## config.mk

```make
export PLATFORM = sky130hd
export DESIGN_NAME = sqrt_pipe_collector_flat
export DESIGN_NICKNAME = d
export VERILOG_FILES = /design/src/rtl/sqrt_pipe_collector_if.sv /design/src/rtl/sqrt_pipe_collector.sv /design/src/flat_wrapper.sv
export SDC_FILE = /design/constraint.sdc
export NUM_CORES = 1
export LEC_CHECK = 0
export ABC_AREA = 1
export CORE_UTILIZATION = 53
export DETAILED_ROUTE_END_ITERATION = 6
export PLACE_DENSITY = 0.89
export REMOVE_ABC_BUFFERS = 1
export SLEW_MARGIN = 20
export SYNTH_ARGS = -nofsm -noshare
export SYNTH_HDL_FRONTEND = slang
export SYNTH_SLANG_ARGS = --single-unit
```

## constraint.sdc

```tcl
create_clock -name clk -period 2.23 [get_ports clk]
set_input_delay 0.446 -clock clk [delete_from_list [all_inputs] [get_ports clk]]
set_output_delay 0.446 -clock clk [all_outputs]
set_load 0.05 [all_outputs]
```

## src/rtl/sqrt_pipe_collector_if.sv

```systemverilog
// Handshake bundle for the sqrt pipe collector: operand input, pipe drive/return, result output.
interface sqrt_pipe_collector_if #(
  parameter int unsigned WIDTH = 8
);
  localparam int unsigned RW = (WIDTH + 1) / 2;

  logic             in_valid;
  logic             in_ready;
  logic [WIDTH-1:0] in_a;
  logic             pipe_en;
  logic [WIDTH-1:0] pipe_a;
  logic [RW-1:0]    pipe_root;
  logic             out_valid;
  logic             out_ready;
  logic [RW-1:0]    out_root;
  logic             out_exact;

  modport master (
    output in_valid, in_a, pipe_root, out_ready,
    input  in_ready, pipe_en, pipe_a, out_valid, out_root, out_exact
  );

  modport slave (
    input  in_valid, in_a, pipe_root, out_ready,
    output in_ready, pipe_en, pipe_a, out_valid, out_root, out_exact
  );
endinterface

```

## src/rtl/sqrt_pipe_collector.sv

```systemverilog
// Flow-control shell around a stall-mode DW_sqrt_pipe: token tracking of the pipe latency,
// credit-based input acceptance and an output FIFO of {root, exact} results.
module sqrt_pipe_collector #(
  parameter int unsigned WIDTH      = 8,
  parameter int unsigned NUM_STAGES = 2,
  parameter int unsigned DEPTH      = 4
) (
  input logic                  clk,
  input logic                  rst,
  sqrt_pipe_collector_if.slave bus
);
  localparam int unsigned RW  = (WIDTH + 1) / 2;
  localparam int unsigned PRW = 2 * RW;
  localparam int unsigned EW  = RW + 1;
  localparam int unsigned L   = NUM_STAGES - 1;
  localparam int unsigned PW  = $clog2(DEPTH);
  localparam int unsigned CW  = $clog2(DEPTH + 1);
  localparam int unsigned SW  = $clog2(DEPTH + NUM_STAGES + 1);

  logic             in_fire;
  logic             push;
  logic             pop;
  logic             push_exact;
  logic [WIDTH-1:0] push_opnd;
  logic [SW-1:0]    inflight;
  logic [PRW-1:0]   root_sq;

  logic [EW-1:0]    mem [DEPTH];
  logic [PW-1:0]    wr_ptr;
  logic [PW-1:0]    rd_ptr;
  logic [CW-1:0]    count;

  assign in_fire    = bus.in_valid & bus.in_ready;
  assign bus.pipe_a = bus.in_a;

  generate
    if (L == 0) begin : g_comb
      // Combinational pipe: the root belongs to the operand presented this cycle.
      assign bus.pipe_en = in_fire;
      assign push        = in_fire;
      assign push_opnd   = bus.in_a;
      assign inflight    = '0;
    end else begin : g_tok
      localparam logic [L-1:0] LOW_MASK = L'((64'd1 << (L - 1)) - 64'd1);

      logic [L-1:0]     tok;
      logic [WIDTH-1:0] opnd [L];

      // Keep the pipe moving while any token has not yet reached the last stage.
      assign bus.pipe_en = in_fire | (|(tok & LOW_MASK));
      assign push        = tok[L-1];
      assign push_opnd   = opnd[L-1];

      always_ff @(posedge clk) begin
        if (rst) begin
          tok <= '0;
          for (int i = 0; i < int'(L); i++) opnd[i] <= '0;
        end else if (bus.pipe_en) begin
          tok[0]  <= in_fire;
          opnd[0] <= bus.in_a;
          for (int i = 1; i < int'(L); i++) begin
            tok[i]  <= tok[i-1];
            opnd[i] <= opnd[i-1];
          end
        end else begin
          tok[L-1] <= 1'b0;
        end
      end

      always_comb begin
        inflight = '0;
        for (int i = 0; i < int'(L); i++) inflight = inflight + SW'(tok[i]);
      end
    end
  endgenerate

  assign root_sq    = {RW'(0), bus.pipe_root} * {RW'(0), bus.pipe_root};
  assign push_exact = (root_sq == PRW'(push_opnd));

  // Tokens in flight reserve FIFO slots, so a push always finds room.
  assign bus.in_ready  = (SW'(count) + inflight) < SW'(DEPTH);
  assign bus.out_valid = (count != '0);
  assign pop           = bus.out_valid & bus.out_ready;
  assign bus.out_root  = mem[rd_ptr][EW-1:1];
  assign bus.out_exact = mem[rd_ptr][0];

  function automatic logic [PW-1:0] next_ptr(input logic [PW-1:0] p);
    if (p == PW'(DEPTH - 1)) return '0;
    return p + 1'b1;
  endfunction

  always_ff @(posedge clk) begin
    if (push) mem[wr_ptr] <= {bus.pipe_root, push_exact};
  end

  always_ff @(posedge clk) begin
    if (rst) begin
      wr_ptr <= '0;
      rd_ptr <= '0;
      count  <= '0;
    end else begin
      if (push) wr_ptr <= next_ptr(wr_ptr);
      if (pop)  rd_ptr <= next_ptr(rd_ptr);
      if (push && !pop)      count <= count + 1'b1;
      else if (pop && !push) count <= count - 1'b1;
    end
  end
endmodule

```

## src/flat_wrapper.sv

```systemverilog
// flat-port wrapper written by rule: the top's interface ports become plain ports
module sqrt_pipe_collector_flat 
#(
  parameter int unsigned WIDTH      = 8,
  parameter int unsigned NUM_STAGES = 2,
  parameter int unsigned DEPTH      = 4
)
  (clk, rst, bus_in_valid, bus_in_a, bus_pipe_root, bus_out_ready, bus_in_ready, bus_pipe_en, bus_pipe_a, bus_out_valid, bus_out_root, bus_out_exact);
  sqrt_pipe_collector_if #(.WIDTH(WIDTH)) bus_i ();
  input logic clk;
  input logic rst;
  input wire logic [$bits(bus_i.in_valid)-1:0] bus_in_valid;
  input wire logic [$bits(bus_i.in_a)-1:0] bus_in_a;
  input wire logic [$bits(bus_i.pipe_root)-1:0] bus_pipe_root;
  input wire logic [$bits(bus_i.out_ready)-1:0] bus_out_ready;
  output wire logic [$bits(bus_i.in_ready)-1:0] bus_in_ready;
  output wire logic [$bits(bus_i.pipe_en)-1:0] bus_pipe_en;
  output wire logic [$bits(bus_i.pipe_a)-1:0] bus_pipe_a;
  output wire logic [$bits(bus_i.out_valid)-1:0] bus_out_valid;
  output wire logic [$bits(bus_i.out_root)-1:0] bus_out_root;
  output wire logic [$bits(bus_i.out_exact)-1:0] bus_out_exact;
  assign bus_i.in_valid = bus_in_valid;
  assign bus_i.in_a = bus_in_a;
  assign bus_i.pipe_root = bus_pipe_root;
  assign bus_i.out_ready = bus_out_ready;
  assign bus_in_ready = bus_i.in_ready;
  assign bus_pipe_en = bus_i.pipe_en;
  assign bus_pipe_a = bus_i.pipe_a;
  assign bus_out_valid = bus_i.out_valid;
  assign bus_out_root = bus_i.out_root;
  assign bus_out_exact = bus_i.out_exact;
  sqrt_pipe_collector #(.WIDTH(WIDTH), .NUM_STAGES(NUM_STAGES), .DEPTH(DEPTH)) u_core (.clk(clk), .rst(rst), .bus(bus_i));
endmodule
```

==> run summary <==
Final period util -> 94.0%
Min-Delay Path Class -> register to register
Initial antenna violation count -> 0
RSZ-0062 raised after global routing -> no
Share of layout cells above drive strength 1 -> 17.9%
DIE HEIGHT -> 63.4 um
Initial Util -> 57.7%
Crit-path leading delay family -> buffers and inverters
Vias per cell -> 4.92
Status -> finished, final reports clean
Final Hold Vio Count -> 0
Area Growth Syn to Fin -> 30.2%
Synth top area share -> 42.0%
Setup TNS Final -> 0 ns
Die area -> 0.00402 mm2
CP peak stage delay -> 0.80 ns
Top post-synthesis cells by area -> edfxtp_1 42%, dfxtp_1 10%, inv_1 8.6%
Port-buffer cells -> 31
CP Data Arrival Time -> 1.65 ns
Routed vias -> 1,571
Die width -> 63.4 um
Pleak -> 1.24 nW
Router iterations before antenna repair -> 4
Post-detail-place hpwl -> 2850 um
Critical Path Source -> u_core.count[0]$_SDFFE_PP0P_
MaxCap Viol Count -> 0
Reg2reg end -> u_core.count[2]$_SDFFE_PP0P_
Initial DRC Count -> 45
Inst Count DP -> 311
R2R cell count -> 10
FF/Latch Area -> 0.00104 mm2
Core area -> 0.00347 mm2
Worst-skew pair later-pin latency -> 0.28 ns
Vias in the first global route -> 1,538
Final #Nets -> 299
Clock skew -> 0.00566 ns
Flops & latches, synth -> 38
Slew of the pin with the lowest slew margin -> 0.696 ns
Postcts setup bufs -> 0
Row count -> 21
Diode count -> 0
H-tree depth -> 2
Fillers -> 249
Setup-failing EPs final -> 0
Largest net degree at the start of global routing -> 13
Worst VDD drop -> 0.000660 V
Multi-input logic area -> 753 um2
CP max-delay cell -> clkdlybuf4s50_1
Critical path depth in cells -> 3
Final Hold Slack -> 0.514 ns
Critical-path cell list -> inv_1, nand3_1, clkdlybuf4s50_1
Detailed Route WL -> 3710 um
Syn_area_per_cell -> 8.74 um2
R2r startpoint -> u_core.count[0]$_SDFFE_PP0P_
Final cell count without fillers -> 319
GRT Util Overall -> 20.9%
First-pass GRT wire length -> 6440 um
PwrDens -> 966 mW/mm2
Residual DRC -> 0
Syn Std Cell Area -> 0.00200 mm2
WL/cell -> 11.6 um
TritonCTS Buffers -> 5
Cell taking the most area after synthesis -> edfxtp_1
Fmax -> 477 MHz
Crit path time final -> 2.10 ns
Root buffer cell -> clkbuf_8
Crit path launch type -> register
Synth cell types -> 23
Gpl congestion -> 0.854
Slew HR -> 53.3%
Mapped Cells -> 229
CP endpoint -> bus_out_valid
CTS tree -> yes
CTS clock-pin slew for the worst setup and hold paths -> 0.07 ns
Sequential element share of the synthesized area -> 52.0%
CP Capture Type -> primary output
# IOs -> 32
Final Slew Violations -> 0
CP bufs+invs -> 2
Largest fanout on the critical path -> 3
Number of nets with antenna violations after routing -> 0
Critical path data required time -> 1.78 ns
Gr ovfl total -> 0
Type of the worst setup path -> register to primary output
R2r setup slk -> 0.40 ns
Yosys warns -> 0
Max clock buf depth -> 2
Clk sinks -> 38
## metal layers
| layer | GRT usage [%] | vias up | wire, um |
|---|---|---|---|
| met4 | 6.53 | 0 | 61 |
| met1 | 23.4 | 713 | 1520 |
| met2 | 38.8 | 40 | 1990 |
| met5 | 0 | - | 0 |
| li1 | - | 810 | - |
| met3 | 4.53 | 8 | 138 |
## power breakdown
group | switching [W] | internal, W
clock network | 0.000228 | 0.000216
logic | 0.000732 | 0.000385
registers | 0.0000687 | 0.000886
total | 0.00103 | 0.00149
## final cells by class
cell class | instances | area share [%]
clock inverter | 2 | 0.384
multi-input combinational | 134 | 28.9
tap | 46 | 2.21
clock buffer | 6 | 2.79
sequential | 38 | 40.0
timing repair buffer | 45 | 18.8
inverter | 48 | 6.92
## worst register-to-register path, stage by stage, from the launching register on
cell	delay, ns
dfxtp_1	0.34
inv_1	0.09
nand3_1	0.10
nand2_1	0.12
ha_1	0.16
inv_1	0.07
fa_1	0.38
a21oi_1	0.14
o21ai_0	0.11
o21ai_0	0.16
a21oi_1	0.06
## Yosys cell counts
library cell	instances
a21oi_1	7
buf_4	8
clkbuf_1	1
clkinv_1	1
dfxtp_1	10
edfxtp_1	28
fa_1	2
ha_1	9
inv_1	46
inv_2	1
nand2_1	39
nand2_2	2
nand2_4	1
nand3_1	9
nand4_1	1
nor2_1	32
nor2_2	1
nor2_4	1
nor3_1	1
o211a_1	1
o21ai_0	21
o22ai_1	5
xor2_1	2
## per-stage QoR
| stage | util [%] | worst slack [ns] | total power [W] | instance area [um2] |
|---|---|---|---|---|
| floorplan | - | 0.0676 | 0.00168 | 1940 |
| global placement | 71.6 | -0.267 | 0.00204 | 2480 |
| detailed placement | 71.6 | -0.348 | 0.00208 | 2480 |
| CTS | 74.2 | 0.0236 | 0.00251 | 2570 |
| global route | 75.1 | 0.00666 | 0.00266 | 2610 |
| finish | 75.1 | 0.135 | 0.00252 | 2610 |
## sequential cells by signal, indices dropped and copies added, names as in the netlist, named ones only
name / flops
u_core.mem: 20
u_core.g_tok.opnd: 8
u_core.count: 3
u_core.rd_ptr: 2
u_core.wr_ptr: 2
u_core.g_tok.tok: 1
## logic make-up (layout without fill, tap and decap cells)
family	after synthesis	after routing	share of synthesized area (%)
buffers and inverters	57	101	12.2
AOI/OAI and AO/OA	34	34	9.07
and+or+nand+nor	87	87	18.2
adders and majority gates	11	11	7.63
DFF	38	38	52.0
xor gates and xnor gates	2	2	0.876
## cell usage in the layout, fill, tap and decap left out, drive strengths merged
cell,count
o21ai,21
nor2,34
a21oi,7
o211a,1
nor3,1
clkinv,3
dfxtp,10
edfxtp,28
fa,2
nand2,42
dlymetal6s2s,1
xor2,2
ha,9
nand4,1
o22ai,5
buf,29
clkdlybuf4s50,13
inv,47
nand3,9
dlygate4sd2,2
clkbuf,6
## worst min path at each step
stage                     cells after the start  slack, ns                         start                           end
after CTS                                     2       0.51  u_core.count[1]$_SDFFE_PP0P_  u_core.count[1]$_SDFFE_PP0P_
after global routing                          2       0.55  u_core.count[1]$_SDFFE_PP0P_  u_core.count[1]$_SDFFE_PP0P_
after floorplan                               2       0.48  u_core.count[1]$_SDFFE_PP0P_  u_core.count[1]$_SDFFE_PP0P_
final                                         2       0.51  u_core.count[1]$_SDFFE_PP0P_  u_core.count[1]$_SDFFE_PP0P_
after global placement                        2       0.50  u_core.count[1]$_SDFFE_PP0P_  u_core.count[1]$_SDFFE_PP0P_
after detailed placement                      2       0.50  u_core.count[1]$_SDFFE_PP0P_  u_core.count[1]$_SDFFE_PP0P_
## repair_timing
item	4_1_cts	5_1_grt
hold buffers	0	0
endpoints found under the hold margin	0	0
gates resized for setup	5	10
setup endpoints to repair	4	4
pin swaps	0	6
Power figures use the tool's default switching activity.
